### src/rtl/row_chunk_feeder.sv
// Streams one matrix row at a time, as NI-element chunks of A and P, into the dot-product stage.
// Latency: go -> first you_can_read in 4 cycles; give_me_only -> next you_can_read in 3 cycles.
// Backpressure: chunk 0 held while I_am_ready=0; later chunks wait for give_me_only; next row waits for decoder_read_now.
//
// Ports:
//   clk, reset            clock, synchronous active-high reset
//   go                    one-cycle start pulse (ignored unless idle)
//   no_of_rows            rows in the pass, latched on go
//   no_of_multiples       chunks per row (M), latched on go, low CNT_WIDTH bits used
//   a_addr, p_addr        chunk addresses for A (row*M+chunk) and P (chunk)
//   mem_rd_en             read strobe for both memories, data returns one cycle later
//   a_rdata, p_rdata      memory read data
//   a, p                  registered chunk presented to the dot-product stage
//   start_row_by_vector   pulse alongside chunk 0 of every row
//   you_can_read          pulse: a and p hold a valid chunk
//   no_of_multiples_out   latched chunks-per-row value
//   give_me_only          dot-product stage asks for the next chunk
//   decoder_read_now      dot-product stage has consumed the row result
//   I_am_ready            dot-product stage can accept a new row
//   row_index             current row, 0-based
//   busy, done            pass in progress / one-cycle completion pulse
//   stall_cycles          only when ROW_FEEDER_STALL_CNT_EN is defined: saturating count of
//                         cycles spent waiting on the dot-product stage during the pass

module row_chunk_feeder #(
    parameter int NI            = 8,
    parameter int ELEMENT_WIDTH = 32,
    parameter int ADDR_WIDTH    = 12,
    parameter int CNT_WIDTH     = 16
) (
    input  logic                          clk,
    input  logic                          reset,
    input  logic                          go,
    input  logic [CNT_WIDTH-1:0]          no_of_rows,
    input  logic [31:0]                   no_of_multiples,
    output logic [ADDR_WIDTH-1:0]         a_addr,
    output logic [ADDR_WIDTH-1:0]         p_addr,
    output logic                          mem_rd_en,
    input  logic [NI*ELEMENT_WIDTH-1:0]   a_rdata,
    input  logic [NI*ELEMENT_WIDTH-1:0]   p_rdata,
    output logic [NI*ELEMENT_WIDTH-1:0]   a,
    output logic [NI*ELEMENT_WIDTH-1:0]   p,
    output logic                          start_row_by_vector,
    output logic                          you_can_read,
    output logic [31:0]                   no_of_multiples_out,
    input  logic                          give_me_only,
    input  logic                          decoder_read_now,
    input  logic                          I_am_ready,
    output logic [CNT_WIDTH-1:0]          row_index,
    output logic                          busy,
    output logic                          done
`ifdef ROW_FEEDER_STALL_CNT_EN
    ,
    output logic [31:0]                   stall_cycles
`endif
);

    localparam int DW = NI * ELEMENT_WIDTH;

    typedef enum logic [2:0] {
        S_IDLE,
        S_ISSUE,
        S_CAPTURE,
        S_PRESENT,
        S_REQ_WAIT,
        S_ROW_WAIT,
        S_DONE
    } state_t;

    state_t                  state_q, state_d;
    logic [CNT_WIDTH-1:0]    rows_q, rows_d;
    logic [31:0]             mult_q, mult_d;
    logic [CNT_WIDTH-1:0]    row_q, row_d;
    logic [CNT_WIDTH-1:0]    chunk_q, chunk_d;
    logic [ADDR_WIDTH-1:0]   base_q, base_d;
    logic [DW-1:0]           a_q, a_d;
    logic [DW-1:0]           p_q, p_d;

    logic [CNT_WIDTH-1:0]    m_lo;
    logic [ADDR_WIDTH-1:0]   m_addr;
    logic                    chunk_zero;
    logic                    chunk_last;
    logic                    row_last;
    logic                    rd_en_c;
    logic                    ycr_c;
    logic                    start_c;
    logic                    done_c;

    // Only the low CNT_WIDTH bits of M take part in counting and addressing.
    assign m_lo       = mult_q[CNT_WIDTH-1:0];
    assign m_addr     = ADDR_WIDTH'(m_lo);
    assign chunk_zero = (chunk_q == '0);
    assign chunk_last = (chunk_q == m_lo - CNT_WIDTH'(1));
    assign row_last   = (row_q == rows_q - CNT_WIDTH'(1));

    // Next-state and per-state strobes.
    always_comb begin
        state_d = state_q;
        rows_d  = rows_q;
        mult_d  = mult_q;
        row_d   = row_q;
        chunk_d = chunk_q;
        base_d  = base_q;
        a_d     = a_q;
        p_d     = p_q;
        rd_en_c = 1'b0;
        ycr_c   = 1'b0;
        start_c = 1'b0;
        done_c  = 1'b0;

        case (state_q)
            S_IDLE: begin
                if (go) begin
                    rows_d  = no_of_rows;
                    mult_d  = no_of_multiples;
                    row_d   = '0;
                    chunk_d = '0;
                    base_d  = '0;
                    // Empty pass: nothing to read, finish straight away.
                    if ((no_of_rows == '0) || (no_of_multiples[CNT_WIDTH-1:0] == '0)) begin
                        state_d = S_DONE;
                    end else begin
                        state_d = S_ISSUE;
                    end
                end
            end

            S_ISSUE: begin
                rd_en_c = 1'b1;
                state_d = S_CAPTURE;
            end

            S_CAPTURE: begin
                a_d     = a_rdata;
                p_d     = p_rdata;
                state_d = S_PRESENT;
            end

            S_PRESENT: begin
                // A new row may only start once the dot-product stage is ready;
                // mid-row chunks are already paced by give_me_only.
                if (!(chunk_zero && !I_am_ready)) begin
                    ycr_c   = 1'b1;
                    start_c = chunk_zero;
                    if (chunk_last) begin
                        state_d = S_ROW_WAIT;
                    end else begin
                        state_d = S_REQ_WAIT;
                    end
                end
            end

            S_REQ_WAIT: begin
                if (give_me_only) begin
                    chunk_d = chunk_q + CNT_WIDTH'(1);
                    state_d = S_ISSUE;
                end
            end

            S_ROW_WAIT: begin
                if (decoder_read_now) begin
                    row_d   = row_q + CNT_WIDTH'(1);
                    chunk_d = '0;
                    // Row base advances by M instead of multiplying row*M.
                    base_d  = base_q + m_addr;
                    if (row_last) begin
                        state_d = S_DONE;
                    end else begin
                        state_d = S_ISSUE;
                    end
                end
            end

            S_DONE: begin
                done_c  = 1'b1;
                state_d = S_IDLE;
            end

            default: begin
                state_d = S_IDLE;
            end
        endcase
    end

    always_ff @(posedge clk) begin
        if (reset) begin
            state_q <= S_IDLE;
            rows_q  <= '0;
            mult_q  <= '0;
            row_q   <= '0;
            chunk_q <= '0;
            base_q  <= '0;
            a_q     <= '0;
            p_q     <= '0;
        end else begin
            state_q <= state_d;
            rows_q  <= rows_d;
            mult_q  <= mult_d;
            row_q   <= row_d;
            chunk_q <= chunk_d;
            base_q  <= base_d;
            a_q     <= a_d;
            p_q     <= p_d;
        end
    end

    // Addresses wrap at ADDR_WIDTH bits.
    assign a_addr              = base_q + ADDR_WIDTH'(chunk_q);
    assign p_addr              = ADDR_WIDTH'(chunk_q);
    assign mem_rd_en           = rd_en_c;
    assign a                   = a_q;
    assign p                   = p_q;
    assign start_row_by_vector = start_c;
    assign you_can_read        = ycr_c;
    assign no_of_multiples_out = mult_q;
    assign row_index           = row_q;
    assign busy                = (state_q != S_IDLE) && (state_q != S_DONE);
    assign done                = done_c;

`ifdef ROW_FEEDER_STALL_CNT_EN
    logic [31:0] stall_q, stall_d;
    logic        stall_now;

    // Waiting cycles: chunk request, row completion, or a row start held off by I_am_ready.
    always_comb begin
        stall_now = (state_q == S_REQ_WAIT) || (state_q == S_ROW_WAIT) ||
                    ((state_q == S_PRESENT) && chunk_zero && !I_am_ready);
        stall_d   = stall_q;
        if ((state_q == S_IDLE) && go) begin
            stall_d = '0;
        end else if (stall_now && (stall_q != '1)) begin
            stall_d = stall_q + 32'd1;
        end
    end

    always_ff @(posedge clk) begin
        if (reset) begin
            stall_q <= '0;
        end else begin
            stall_q <= stall_d;
        end
    end

    assign stall_cycles = stall_q;
`endif

endmodule

### config.mk
export PLATFORM = sky130hd
export DESIGN_NAME = row_chunk_feeder
export DESIGN_NICKNAME = d
export VERILOG_FILES = /design/src/rtl/row_chunk_feeder.sv
export SDC_FILE = /design/constraint.sdc
export NUM_CORES = 1
export LEC_CHECK = 0
export ABC_CLOCK_PERIOD_IN_PS = 4000
export CAP_MARGIN = 15
export CORE_AREA = 2 2 452 454
export DETAILED_ROUTE_END_ITERATION = 6
export DIE_AREA = 0 0 454 456
export PLACE_DENSITY = 0.41
export SYNTH_ARGS = -nofsm -noshare
export SYNTH_HDL_FRONTEND = slang
export SYNTH_SLANG_ARGS = --single-unit
### constraint.sdc
create_clock -name clk -period 4 [get_ports clk]
set_input_delay 0.8 -clock clk [delete_from_list [all_inputs] [get_ports clk]]
set_output_delay 0.8 -clock clk [all_outputs]
set_load 0.03 [all_outputs]
==> results.txt <==
----------------------------------------------------
[Critical path]
  Number of buffer and inverter instances along the worst setup path ... 3
  Largest delay share family, worst path ... compound AO/OA/AOI/OAI gates
  Highest net fanout along the worst path ... 3
  Cell with the largest stage delay on the worst path ... fa_2
  CP Cell Sequence ... ha_2 -> inv_1 -> fa_2 -> nor2b_1 -> o21ai_1 -> a21boi_1 -> o21ai_1 -> nand2b_1 -> a31oi_2 -> o311ai_2 -> buf_4 -> buf_12
  Data required time at the worst endpoint ... 3200 ps
  Data arrival time of the worst path ... about 3000 ps
  Cell repeated most along the worst path ... o21ai_1
  Sort of element at the start of the critical path ... flop
  Crit path largest cell delay ... a little over 400 ps
  Crit Path Class ... reg2out
  Sort of element at the end of the critical path ... primary output

[Global routing]
  First-pass GRT wire length ... around 210000 µm
  Number of global-route vias before repair ... between 20000 and 25000
  GRT Residual Overflow ... 0
  Pin count of the biggest net entering global routing ... between 100 and 150
  Overall routing resource usage ... 0.1441
  Antenna violations before repair ... 70

[Clocking]
  Clock buffer count from CTS ... between 80 and 90
  CTS tree ... built
  Clock latency on the worst-skew pair ... a little under 700 ps
  Maximum level of the CTS H-tree ... 3
  Hold bufs inserted after CTS ... 0
  Clock sink count ... slightly above 600
  Clock Pin Slew Worst Setup and Hold Paths ... around 50 ps
  Maximum clock insertion buffer count ... 3
  Root buf cell ... clkbuf_16

[Synth]
  Post-synthesis sequential element count ... a little over 600
  Syn nets ... roughly 3600
  Total number of yosys warnings ... 0
  Post-synth design cell area ... between 0.02 and 0.025 mm²
  Unique cell type count in the Yosys netlist ... 70
  Post-synth top area cell ... dfxtp_1
  Most common library cells after synthesis ... nand2_1, dfxtp_1, a21oi_1
  Most used flip-flop cell after synthesis ... dfxtp_1
  EDFF count, synth ... 0
  Most numerous cell in the Yosys netlist ... nand2_1
  FFs w/ async S/R, synth ... 0
  Average cell area after synthesis ... 7.769 µm²
  Proportion of netlist area held by the largest area contributor ... 0.5193
  Number of instances in the synthesized netlist ... about 3000
  Sequential area share after synthesis ... 0.5193
  Top cells by area, synth ... dfxtp_1, nand2_1, a21oi_1, clkbuf_1, xnor2_1

[Drt]
  Detailed-route vias per instance ... about 3.7
  Vias after detailed routing ... about 26000
  Number of violations reported at the end of detailed-routing iteration 0 ... roughly 1500
  TritonRoute pass-1 iters ... 7
  Final Routed Wirelength ... between 150000 and 200000 µm
  WL/cell ... ~23 µm
  Remaining design rule violation count ... 1
  Antenna-violating nets left ... 0

[Cells and area]
  Filler cells ... approximately 23000
  # nets final ... 4684
  Combined area of the multi-input logic cells ... slightly above 0.01 mm²
  Relative area change from synthesis to final layout ... 74.61%
  Filler-free cell count of the finished design ... 6835
  Share of layout cells above drive strength 1 ... 0.05490
  Sequential standard cell area ... between 0.01 and 0.015 mm²

[Power and ir drop]
  Largest vdd supply drop ... 0.3082 mV
  Overall power after layout ... about 19 mW
  LEAKAGE ... 13.53 nW
  Power Density ... between 400 and 500 mW/mm²

[Floorplan]
  Die Span Y ... between 400 and 500 µm
  Count of boundary I/O pins ... about 1200
  Area of the die ... between 0.2 and 0.25 mm²
  Die Width ... 454 µm
  Placeable core region ... 0.2017 mm²
  Placement Rows ... 165
  Initial core utilization ... 0.1160

[Outcome]
  Violated checks ... design-rule violations
  Run status ... finished with violations

[Placed design]
  Detailed Place HPWL ... ~130000 µm
  Count of input and output buffers ... 1154
  RePlAce Congestion ... slightly above 0.9
  Number of cells after detailed placement ... approximately 6700

[Timing]
  Worst slew margin ... 0.3900
  WHS ... approximately 450 ps
  Final-report max-slew violation count ... 0
  Transition at the pin with the smallest max-transition slack ... about 910 ps
  Time the final worst path needs with I/O delays and setup ... between 3000 and 4000 ps
  Number of endpoints failing setup at the final stage ... 0
  Setup repair after global routing missed its margin ... yes
  Final hold vios ... 0
  Fmax ... between 200 and 300 MHz
  Final clock skew ... around 38 ps
  Fin crit share ... 0.9600

[Job]
  Max cap viols ... 0

[Worst hold path]
  Worst min-delay path category ... reg2reg

----------------------------------------------------
## repair_timing
| item | in CTS | in global routing |
|---|---|---|
| pin swaps | 2 | 4 |
| resized for setup | 14 | 6 |
| setup endpoints to repair | 6 | 4 |
| buffers inserted | 0 | 1 |
## where the power goes
part	internal, mW	switching (mW)	total [mW]	leakage [nW]
clock	4.58	3.12	7.70	1.37
sequential	6.45	0.302	6.75	4.92
combinational	1.64	2.49	4.13	7.24
total	12.7	5.91	18.6	13.5
## metal layers
layer  vias up  global-route usage  routed length [µm]
li1      12065                   -                   -
met1     12304              0.1701               63120
met2       866              0.2479               76590
met3       193             0.05141               13260
met4        76             0.03133                2792
met5         -                   0                 457
## through the flow
step / setup TNS (ps) / worst slack [ps] / utilization / instance area [µm²]
floorplan: 0 / 218.0 / - / 23400
global placement: 0 / 249.0 / 0.1884 / 38000
detailed placement: 0 / 318.3 / 0.1884 / 38000
CTS: 0 / 2.133 / 0.2024 / 40810
global route: -33.59 / -33.59 / 0.2025 / 40840
finish: 0 / 159.8 / 0.2026 / 40860
## final timing paths
| path | cells past startpoint | slack (ps) | start | endpoint |
|---|---|---|---|---|
| worst max register to register | 7 | 830 | no_of_multiples_out[5]$_SDFFE_PP0P_ | state_q[0]$_SDFFE_PP0P_ |
| worst min-delay path | 2 | 450 | p[3]$_SDFFE_PP0P_ | p[3]$_SDFFE_PP0P_ |
| worst max-delay path | 12 | 160 | chunk_q[0]$_SDFFE_PP0P_ | a_addr[10] |
| worst min register to register | 2 | 450 | p[3]$_SDFFE_PP0P_ | p[3]$_SDFFE_PP0P_ |
## area by class of cell
cell class,instances,share of cell area
clock inverters,29,0.009646
well taps,2672,0.08182
repair buffers,1216,0.2978
flip-flops and latches,607,0.2974
diodes,10,0.0006124
multi-input cells,2157,0.2516
inverters,25,0.002297
clock buffers,119,0.05882
## layout by cell type, fill, tap and decap left out, types with 6 or more instances in the layout
cell type        synthesis  layout
or3_1                   10      10
and3_1                   9       9
o21ai_0                 23      21
bufinv_16                0       6
clkbuf_8                 0      17
buf_12                   0      12
nand3_1                 17      17
nor2b_1                  7       7
nand2_1               1149    1148
ha_1                    27      26
a31oi_1                 12      11
clkbuf_1               200      18
nor3_1                  19      18
nor3b_1                  7       7
clkinv_2                 0      12
dfxtp_1                607     606
a21oi_1                582     581
buf_4                   14      51
xnor2_1                 51      51
nand4_1                 15      15
xor2_1                  24      24
diode_2                  0      10
nor4_1                  21      20
clkbuf_16                0      84
inv_1                   25      25
nor2_1                  77      76
clkdlybuf4s50_1          0    1147
a22oi_1                 10      10
## flip-flops by register name (all words and copies together) (netlist names)
register	flops
a	256
row_index	16
rows_q	16
no_of_multiples_out	32
p	256
state_q	3
chunk_q	16
base_q	12
## logic make-up (layout without fill, tap and decap cells)
group | count (synthesis) | in the layout | synth area share
AO/OA/AOI/OAI | 676 | 676 | 0.1530
XOR/XNOR | 75 | 75 | 0.02807
adder cells (fa/ha/maj) | 29 | 29 | 0.01615
buffers and inverters | 248 | 1389 | 0.04363
flip-flops | 607 | 607 | 0.5193
multiplexers | 3 | 3 | 0.001337
other | 0 | 10 | 0
AND/OR/NAND/NOR | 1374 | 1374 | 0.2385
## tightest hold or removal path: cells and delay by family (launching register included)
family,cells,cell delay [ps]
compound gates,1,50
flops,1,300
simple gates,1,50
Power figures use the tool's default switching activity.
